<file path="src/rtl/commit_trace_streamer_if.sv">
// Commit-trace streamer bundle: core commit record inputs, framed byte
// stream with valid/ready toward the sink, and status outputs.
//   master : commit producer + byte sink (drives update/record/ready)
//   slave  : the streamer (drives byte_valid/byte_data/empty/overflow/drop_cnt)
interface commit_trace_streamer_if #(
  parameter int unsigned XLEN  = 32,
  parameter int unsigned CNT_W = 16
);
  logic             update_i;
  logic [XLEN-1:0]  pc_i;
  logic [XLEN-1:0]  instr_i;
  logic [4:0]       reg_addr_i;
  logic [XLEN-1:0]  reg_data_i;
  logic             byte_valid_o;
  logic [7:0]       byte_data_o;
  logic             byte_ready_i;
  logic             empty_o;
  logic             overflow_o;
  logic [CNT_W-1:0] drop_cnt_o;

  modport master (
    output update_i, pc_i, instr_i, reg_addr_i, reg_data_i, byte_ready_i,
    input  byte_valid_o, byte_data_o, empty_o, overflow_o, drop_cnt_o
  );

  modport slave (
    input  update_i, pc_i, instr_i, reg_addr_i, reg_data_i, byte_ready_i,
    output byte_valid_o, byte_data_o, empty_o, overflow_o, drop_cnt_o
  );
endinterface

</file>
<file path="src/rtl/commit_trace_streamer.sv">
// Buffers commit records {pc, instr, reg_addr, reg_data} in a FIFO and sends
// each as a framed byte stream: header {3'b101, reg_addr}, pc, instr and,
// when reg_addr != 0, reg_data; each field LSB byte first.
// Ports: clk_i, rst_i (sync, active-high), bus (slave side of
// commit_trace_streamer_if: commit inputs, byte valid/ready/data, empty,
// sticky overflow, saturating drop counter).
module commit_trace_streamer #(
  parameter int unsigned XLEN  = 32,
  parameter int unsigned DEPTH = 8,
  parameter int unsigned CNT_W = 16
) (
  input logic                    clk_i,
  input logic                    rst_i,
  commit_trace_streamer_if.slave bus
);
  localparam int unsigned PTR_W    = (DEPTH > 1) ? $clog2(DEPTH) : 1;
  localparam int unsigned CNT_BITS = PTR_W + 1;

  typedef enum logic [2:0] {IDLE, HDR, PC, INSTR, DATA} state_e;

  state_e              state_q;
  logic [1:0]          idx_q;
  logic [PTR_W-1:0]    rd_ptr_q, rd_ptr_d;
  logic [PTR_W-1:0]    wr_ptr_q, wr_ptr_d;
  logic [CNT_BITS-1:0] count_q, count_d;
  logic                overflow_q;
  logic [CNT_W-1:0]    drop_cnt_q;

  logic [XLEN-1:0] pc_mem    [DEPTH];
  logic [XLEN-1:0] instr_mem [DEPTH];
  logic [4:0]      rd_mem    [DEPTH];
  logic [XLEN-1:0] data_mem  [DEPTH];

  logic [XLEN-1:0] head_pc, head_instr, head_data;
  logic [4:0]      head_rd;
  logic            hs, last, pop, push, full;
  logic [4:0]      sel;
  logic [7:0]      byte_data;

  assign head_pc    = pc_mem[rd_ptr_q];
  assign head_instr = instr_mem[rd_ptr_q];
  assign head_rd    = rd_mem[rd_ptr_q];
  assign head_data  = data_mem[rd_ptr_q];

  assign hs   = (state_q != IDLE) && bus.byte_ready_i;
  assign last = (idx_q == 2'd3) &&
                (((state_q == INSTR) && (head_rd == 5'd0)) || (state_q == DATA));
  assign pop  = hs && last;
  // DEPTH is a power of two, so the count MSB alone marks "full".
  assign full = count_q[PTR_W];
  // A push into a full FIFO is allowed when the head leaves on the same edge;
  // it lands in the slot the head is vacating.
  assign push = bus.update_i && (!full || pop);

  always_comb begin
    rd_ptr_d = rd_ptr_q;
    wr_ptr_d = wr_ptr_q;
    count_d  = count_q;
    if (push) wr_ptr_d = wr_ptr_q + PTR_W'(1);
    if (pop)  rd_ptr_d = rd_ptr_q + PTR_W'(1);
    if (push && !pop)      count_d = count_q + CNT_BITS'(1);
    else if (pop && !push) count_d = count_q - CNT_BITS'(1);
  end

  always_ff @(posedge clk_i) begin
    if (push && !rst_i) begin
      pc_mem[wr_ptr_q]    <= bus.pc_i;
      instr_mem[wr_ptr_q] <= bus.instr_i;
      rd_mem[wr_ptr_q]    <= bus.reg_addr_i;
      data_mem[wr_ptr_q]  <= bus.reg_data_i;
    end
  end

  always_ff @(posedge clk_i) begin
    if (rst_i) begin
      state_q    <= IDLE;
      idx_q      <= '0;
      rd_ptr_q   <= '0;
      wr_ptr_q   <= '0;
      count_q    <= '0;
      overflow_q <= 1'b0;
      drop_cnt_q <= '0;
    end else begin
      rd_ptr_q <= rd_ptr_d;
      wr_ptr_q <= wr_ptr_d;
      count_q  <= count_d;
      if (bus.update_i && !push) begin
        overflow_q <= 1'b1;
        if (drop_cnt_q != '1) drop_cnt_q <= drop_cnt_q + CNT_W'(1);
      end
      unique case (state_q)
        // Leaving IDLE on the push itself puts the header out one cycle later.
        IDLE: if ((count_q != '0) || push) begin
          state_q <= HDR;
          idx_q   <= '0;
        end
        HDR: if (hs) begin
          state_q <= PC;
          idx_q   <= '0;
        end
        PC: if (hs) begin
          idx_q <= idx_q + 2'd1;
          if (idx_q == 2'd3) state_q <= INSTR;
        end
        INSTR: if (hs) begin
          idx_q <= idx_q + 2'd1;
          if (idx_q == 2'd3) begin
            if (head_rd != 5'd0)     state_q <= DATA;
            else if (count_d != '0)  state_q <= HDR;
            else                     state_q <= IDLE;
          end
        end
        DATA: if (hs) begin
          idx_q <= idx_q + 2'd1;
          if (idx_q == 2'd3) state_q <= (count_d != '0) ? HDR : IDLE;
        end
        default: state_q <= IDLE;
      endcase
    end
  end

  assign sel = {idx_q, 3'b000};

  always_comb begin
    byte_data = '0;
    unique case (state_q)
      HDR:     byte_data = {3'b101, head_rd};
      PC:      byte_data = head_pc[sel +: 8];
      INSTR:   byte_data = head_instr[sel +: 8];
      DATA:    byte_data = head_data[sel +: 8];
      default: byte_data = '0;
    endcase
  end

  assign bus.byte_valid_o = (state_q != IDLE);
  assign bus.byte_data_o  = byte_data;
  assign bus.empty_o      = (count_q == '0) && (state_q == IDLE);
  assign bus.overflow_o   = overflow_q;
  assign bus.drop_cnt_o   = drop_cnt_q;
endmodule
</file>
<file path="src/flat_wrapper.sv">
// flat-port wrapper written by rule: the top's interface ports become plain ports
module commit_trace_streamer_flat 
#(
  parameter int unsigned XLEN  = 32,
  parameter int unsigned DEPTH = 8,
  parameter int unsigned CNT_W = 16
)
  (clk_i, rst_i, bus_update_i, bus_pc_i, bus_instr_i, bus_reg_addr_i, bus_reg_data_i, bus_byte_ready_i, bus_byte_valid_o, bus_byte_data_o, bus_empty_o, bus_overflow_o, bus_drop_cnt_o);
  commit_trace_streamer_if #(.XLEN(XLEN), .CNT_W(CNT_W)) bus_i ();
  input logic clk_i;
  input logic rst_i;
  input wire logic [$bits(bus_i.update_i)-1:0] bus_update_i;
  input wire logic [$bits(bus_i.pc_i)-1:0] bus_pc_i;
  input wire logic [$bits(bus_i.instr_i)-1:0] bus_instr_i;
  input wire logic [$bits(bus_i.reg_addr_i)-1:0] bus_reg_addr_i;
  input wire logic [$bits(bus_i.reg_data_i)-1:0] bus_reg_data_i;
  input wire logic [$bits(bus_i.byte_ready_i)-1:0] bus_byte_ready_i;
  output wire logic [$bits(bus_i.byte_valid_o)-1:0] bus_byte_valid_o;
  output wire logic [$bits(bus_i.byte_data_o)-1:0] bus_byte_data_o;
  output wire logic [$bits(bus_i.empty_o)-1:0] bus_empty_o;
  output wire logic [$bits(bus_i.overflow_o)-1:0] bus_overflow_o;
  output wire logic [$bits(bus_i.drop_cnt_o)-1:0] bus_drop_cnt_o;
  assign bus_i.update_i = bus_update_i;
  assign bus_i.pc_i = bus_pc_i;
  assign bus_i.instr_i = bus_instr_i;
  assign bus_i.reg_addr_i = bus_reg_addr_i;
  assign bus_i.reg_data_i = bus_reg_data_i;
  assign bus_i.byte_ready_i = bus_byte_ready_i;
  assign bus_byte_valid_o = bus_i.byte_valid_o;
  assign bus_byte_data_o = bus_i.byte_data_o;
  assign bus_empty_o = bus_i.empty_o;
  assign bus_overflow_o = bus_i.overflow_o;
  assign bus_drop_cnt_o = bus_i.drop_cnt_o;
  commit_trace_streamer #(.XLEN(XLEN), .DEPTH(DEPTH), .CNT_W(CNT_W)) u_core (.clk_i(clk_i), .rst_i(rst_i), .bus(bus_i));
endmodule
</file>
<file path="config.mk">
export PLATFORM = sky130hd
export DESIGN_NAME = commit_trace_streamer_flat
export DESIGN_NICKNAME = d
export VERILOG_FILES = /design/src/rtl/commit_trace_streamer_if.sv /design/src/rtl/commit_trace_streamer.sv /design/src/flat_wrapper.sv
export SDC_FILE = /design/constraint.sdc
export NUM_CORES = 1
export LEC_CHECK = 0
export BUFFER_PORTS_ARGS = -buffer_cell sky130_fd_sc_hd__buf_2
export CORE_MARGIN = 8
export CORE_UTILIZATION = 40
export DETAILED_ROUTE_END_ITERATION = 16
export GPL_TIMING_DRIVEN = 1
export PLACE_DENSITY_LB_ADDON = 0.2
export SLEW_MARGIN = 20
export SYNTH_ARGS = -nofsm -noshare
export SYNTH_HDL_FRONTEND = slang
export SYNTH_SLANG_ARGS = --single-unit
</file>
<file path="constraint.sdc">
create_clock -name clk_i -period 11 [get_ports clk_i]
set_clock_uncertainty 0.1 [all_clocks]
set_input_delay 0.55 -clock clk_i [delete_from_list [all_inputs] [get_ports clk_i]]
set_output_delay 0.55 -clock clk_i [all_outputs]
set_load 0.005 [all_outputs]
</file>
==> results summary <==
The flow ran to the end, and the final reports show no timing, DRC or antenna violations. The worst setup margin came out at between 5 and 6 ns. The worst pin sits at a relative slew slack of approximately a third. The share of cells above drive strength 1 came out at 29.54%. Synthesis produced roughly 1500 cells. The H-tree generated during clock tree synthesis spans 3 levels. The terminus of the critical flop-to-flop path is u_core.instr_mem[4][8]. The end point of the critical path is u_core.instr_mem[4][8]. The fraction of registers with async set or reset after synthesis came out at 0%. The clock reaches the later pin of the worst-skew pair after roughly 0.65 ns. The power per standard cell area came out at about 180 nW/um^2. The top-level I/O count came out at around 130. Multiplexer cells account for between 15 and 20% of the synthesized area. The number of buffers between clock root and the deepest sink is 3.

The final route contains between 15000 and 20000 vias. The leakage power of the design is 11.51 nW. The count of TritonRoute iterations in the first routing pass is 5. The clock period minus final worst setup slack is around 5.6 ns. The power after layout came out at between 6 and 7 mW. The area growth from synthesis to final layout came out at 15.50%. After synthesis, the cell types taking the most area are sky130_fd_sc_hd__edfxtp_1 74%, sky130_fd_sc_hd__mux4_2 14%, sky130_fd_sc_hd__mux2i_1 2.9%.

The count of pins over their slew limit is 0. Across the run, the number of max-cap violations was 0. The mean cell area of the mapped netlist is around 21 sq um.

From bottom edge to top edge, the die measures between 300 and 400 um. The number of placed instances, taps included is between 2000 and 3000. The top cell type by total area after synthesis is sky130_fd_sc_hd__edfxtp_1. The remaining global-route overflow came out at 0. The fmax came out at around 180 MHz. The post-cts resize count is 0.

The clock-pin slew on the worst setup and hold paths came out at 0.06 ns. STA classifies the critical path startpoint as a register. The routed length per instance is between 20 and 30 um.

The hold violation count in the final report came out at 0. The worst-case IR drop observed on VDD is ~140 uV. For this configuration, the core starts out at a cell density of roughly 40%. The flop and latch count out of synthesis came out at 843. The post-CTS setup-driven buffer insertion count is 0. The number of global-route vias before repair came out at ~16000. The die is a little over 300 um wide. The filler-free cell count of the finished design is about 2900. The post-synthesis sequential area ratio came out at approximately three quarters. The main combinational cell family by area after synthesis is multiplexers. The initial antenna violation count is 22. The worst setup path is captured at a register. The share of the cycle needed by the critical path after routing came out at roughly half. The synthesized netlist devotes less than 1% of its cell area to XOR and XNOR gates.

The compound-gate portion of the synthesized area came out at roughly 1.8%. The clock net in this run drives a total of ~840 sinks. The total of warnings raised by yosys came out at 0.

For this run, the leading register cell type out of synthesis is sky130_fd_sc_hd__edfxtp_1. The area of the core came out at just over 80000 sq um. Row generation in the floorplan step produced 105 rows. The number of failing setup endpoints in the final timing report is 0. The largest net degree at the start of global routing came out at 90. The total DRC errors in the routed layout is 0.

The number of cells on the worst reg-to-reg path is 9. The setup path with the least slack is of type reg -> reg. Setup repair after global routing left no endpoint under its margin. The class of the tightest hold or removal check is in -> reg. The wire length of the first global-routing pass is between 100000 and 150000 um.

The floorplan step defined a die boundary enclosing ~91000 sq um. The arrival time at the worst endpoint came out at 5.75 ns. The number of buffers added to fix hold violations after cts came out at 0. The area fraction in and, or, nand and nor cells after synthesis is under 10%. OpenSTA, run right after detailed placement, puts the worst setup slack at roughly 5.3 ns. For this run, the total global-route usage over all layers was measured as 16.11%. The post-synth design cell area is 32700 sq um. The layout net count came out at 1824. The tree is rooted in a sky130_fd_sc_hd__clkbuf_16. The quantity of I/O buffers inserted on ports came out at approximately 130.

The violation count after the first detailed-routing iteration is 1120. The adder and majority gate portion of the synthesized area is less than 1%. The required time at the worst-slack endpoint came out at around 11 ns. The actual transition at the worst max-transition pin is 1.013 ns. The total routed wirelength came out at around 74000 um. The final standard cell utilization of the core came out at 46.37%.

The global placement routability congestion came out at roughly 0.72. The post-synthesis cell type count came out at 52. The total nets after synthesis came out at 1652. Summed over all nets, the half-perimeter wirelength after detailed placement is ~42000 um. The number of flops mapped to enable cells by yosys came out at around 800. The count of nets left with antenna violations once routing finished came out at 0. The aggregate negative setup slack came out at 0 ns. The clock buffer count from CTS is 90. The fraction of post-synthesis cell area in the top cell type by area came out at roughly 74%. The worst-case register-to-register setup slack came out at approximately 5.4 ns. In the routed layout, each cell is associated on average with a via count of about 5.4. In this run the worst path has a maximum fanout of slightly above 60.

The CTS tree is done.
-- critical path, cell delays in order (launching register included) --
cell                      delay, ns
sky130_fd_sc_hd__dfxtp_4       0.36
sky130_fd_sc_hd__buf_4         0.53
sky130_fd_sc_hd__buf_4         0.86
sky130_fd_sc_hd__mux2i_1       0.45
sky130_fd_sc_hd__nand4_1       0.26
sky130_fd_sc_hd__o21ai_4       0.47
sky130_fd_sc_hd__o21ai_2       0.17
sky130_fd_sc_hd__or3_4         0.42
sky130_fd_sc_hd__nor2_4        0.72
sky130_fd_sc_hd__buf_4         0.73
-- worst min path at each step --
stage                             end                   from  cells past startpoint  slack (ns)
2_1_floorplan   u_core.bus.overflow_o  u_core.bus.overflow_o                      2        0.34
3_3_place_gp    u_core.bus.overflow_o  u_core.bus.overflow_o                      2        0.33
3_5_place_dp    u_core.bus.overflow_o  u_core.bus.overflow_o                      2        0.36
4_1_cts        u_core.data_mem[4][30]     bus_reg_data_i[30]                      1        0.01
5_1_grt        u_core.data_mem[2][12]     bus_reg_data_i[12]                      1        0.04
6_report       u_core.data_mem[4][30]     bus_reg_data_i[30]                      1        0.06
-- registers in the layout (all words and copies together), names as in the netlist, named ones only --
| register | flops |
|---|---|
| u_core.wr_ptr_q | 3 |
| u_core.idx_q | 2 |
| u_core.data_mem | 256 |
| u_core.count_q | 4 |
| u_core.state_q | 3 |
| u_core.rd_mem | 40 |
| u_core.bus.drop_cnt_o | 16 |
| u_core.pc_mem | 256 |
| u_core.rd_ptr_q | 3 |
| u_core.bus.overflow_o | 1 |
| u_core.instr_mem | 256 |
-- cell type report --
| type | count | area, sq um |
|---|---|---|
| multi-input cells | 601 | 7400 |
| inverters | 11 | 41.29 |
| fillers | 6831 | 43680 |
| flip-flops and latches | 843 | 24980 |
| clock buffers | 103 | 2301 |
| clock inverters | 61 | 752.0 |
| diodes | 10 | 25.02 |
| well taps | 1070 | 1339 |
| repair buffers | 165 | 935.9 |
-- where the power goes --
| part | internal (mW) | switching, mW |
|---|---|---|
| sequential | 3.57 | 0.0161 |
| combinational | 0.0828 | 0.180 |
| clock | 1.82 | 1.25 |
| total | 5.47 | 1.45 |
-- Yosys cell counts (5+ instances only) --
master	n
sky130_fd_sc_hd__nand3_1	5
sky130_fd_sc_hd__nor2_1	67
sky130_fd_sc_hd__inv_1	11
sky130_fd_sc_hd__o22ai_1	30
sky130_fd_sc_hd__dfxtp_1	35
sky130_fd_sc_hd__nand2b_1	6
sky130_fd_sc_hd__nand2_1	29
sky130_fd_sc_hd__a21oi_1	15
sky130_fd_sc_hd__buf_1	7
sky130_fd_sc_hd__edfxtp_1	808
sky130_fd_sc_hd__nor3_1	29
sky130_fd_sc_hd__clkbuf_1	54
sky130_fd_sc_hd__ha_1	7
sky130_fd_sc_hd__xnor2_1	17
sky130_fd_sc_hd__buf_2	22
sky130_fd_sc_hd__mux2i_1	95
sky130_fd_sc_hd__nor4_1	10
sky130_fd_sc_hd__mux4_2	205
sky130_fd_sc_hd__mux2_2	7
sky130_fd_sc_hd__o21ai_0	25
-- layout by cell type, fill, tap and decap left out, drive strengths merged, types with 30 or more instances in the layout --
master  netlist  final
nor3         30     30
buf          31    165
clkinv        0     44
clkbuf       54    103
mux2i        95     95
edfxtp      808    808
o22ai        30     30
mux4        205    205
dfxtp        35     35
nor2         67     67
-- cell families (layout without fill, tap and decap cells) --
kind of cell	after synthesis	in the layout
flip-flops	843	843
AND/OR/NAND/NOR	174	174
adder cells (fa/ha/maj)	7	7
XOR/XNOR	20	20
other	0	10
multiplexers	307	307
buffers and inverters	96	340
AO/OA/AOI/OAI	93	93
-- per-stage QoR --
step | hold slack, ns | instance area [sq um]
2_1_floorplan | 0.3421 | 32700
3_3_place_gp | 0.3333 | 34690
3_5_place_dp | 0.3645 | 34690
4_1_cts | 0.01069 | 37740
5_1_grt | 0.04124 | 37750
6_report | 0.05716 | 37770
-- per-layer routing --
layer	share of wire (%)	global-route usage (%)	wire length (um)
met3	5.7	3.476	4159
met5	0.048	0	35
met2	49	26.47	36230
met4	1.7	4.159	1285
met1	43	21.85	31900
Power figures use the tool's default switching activity.
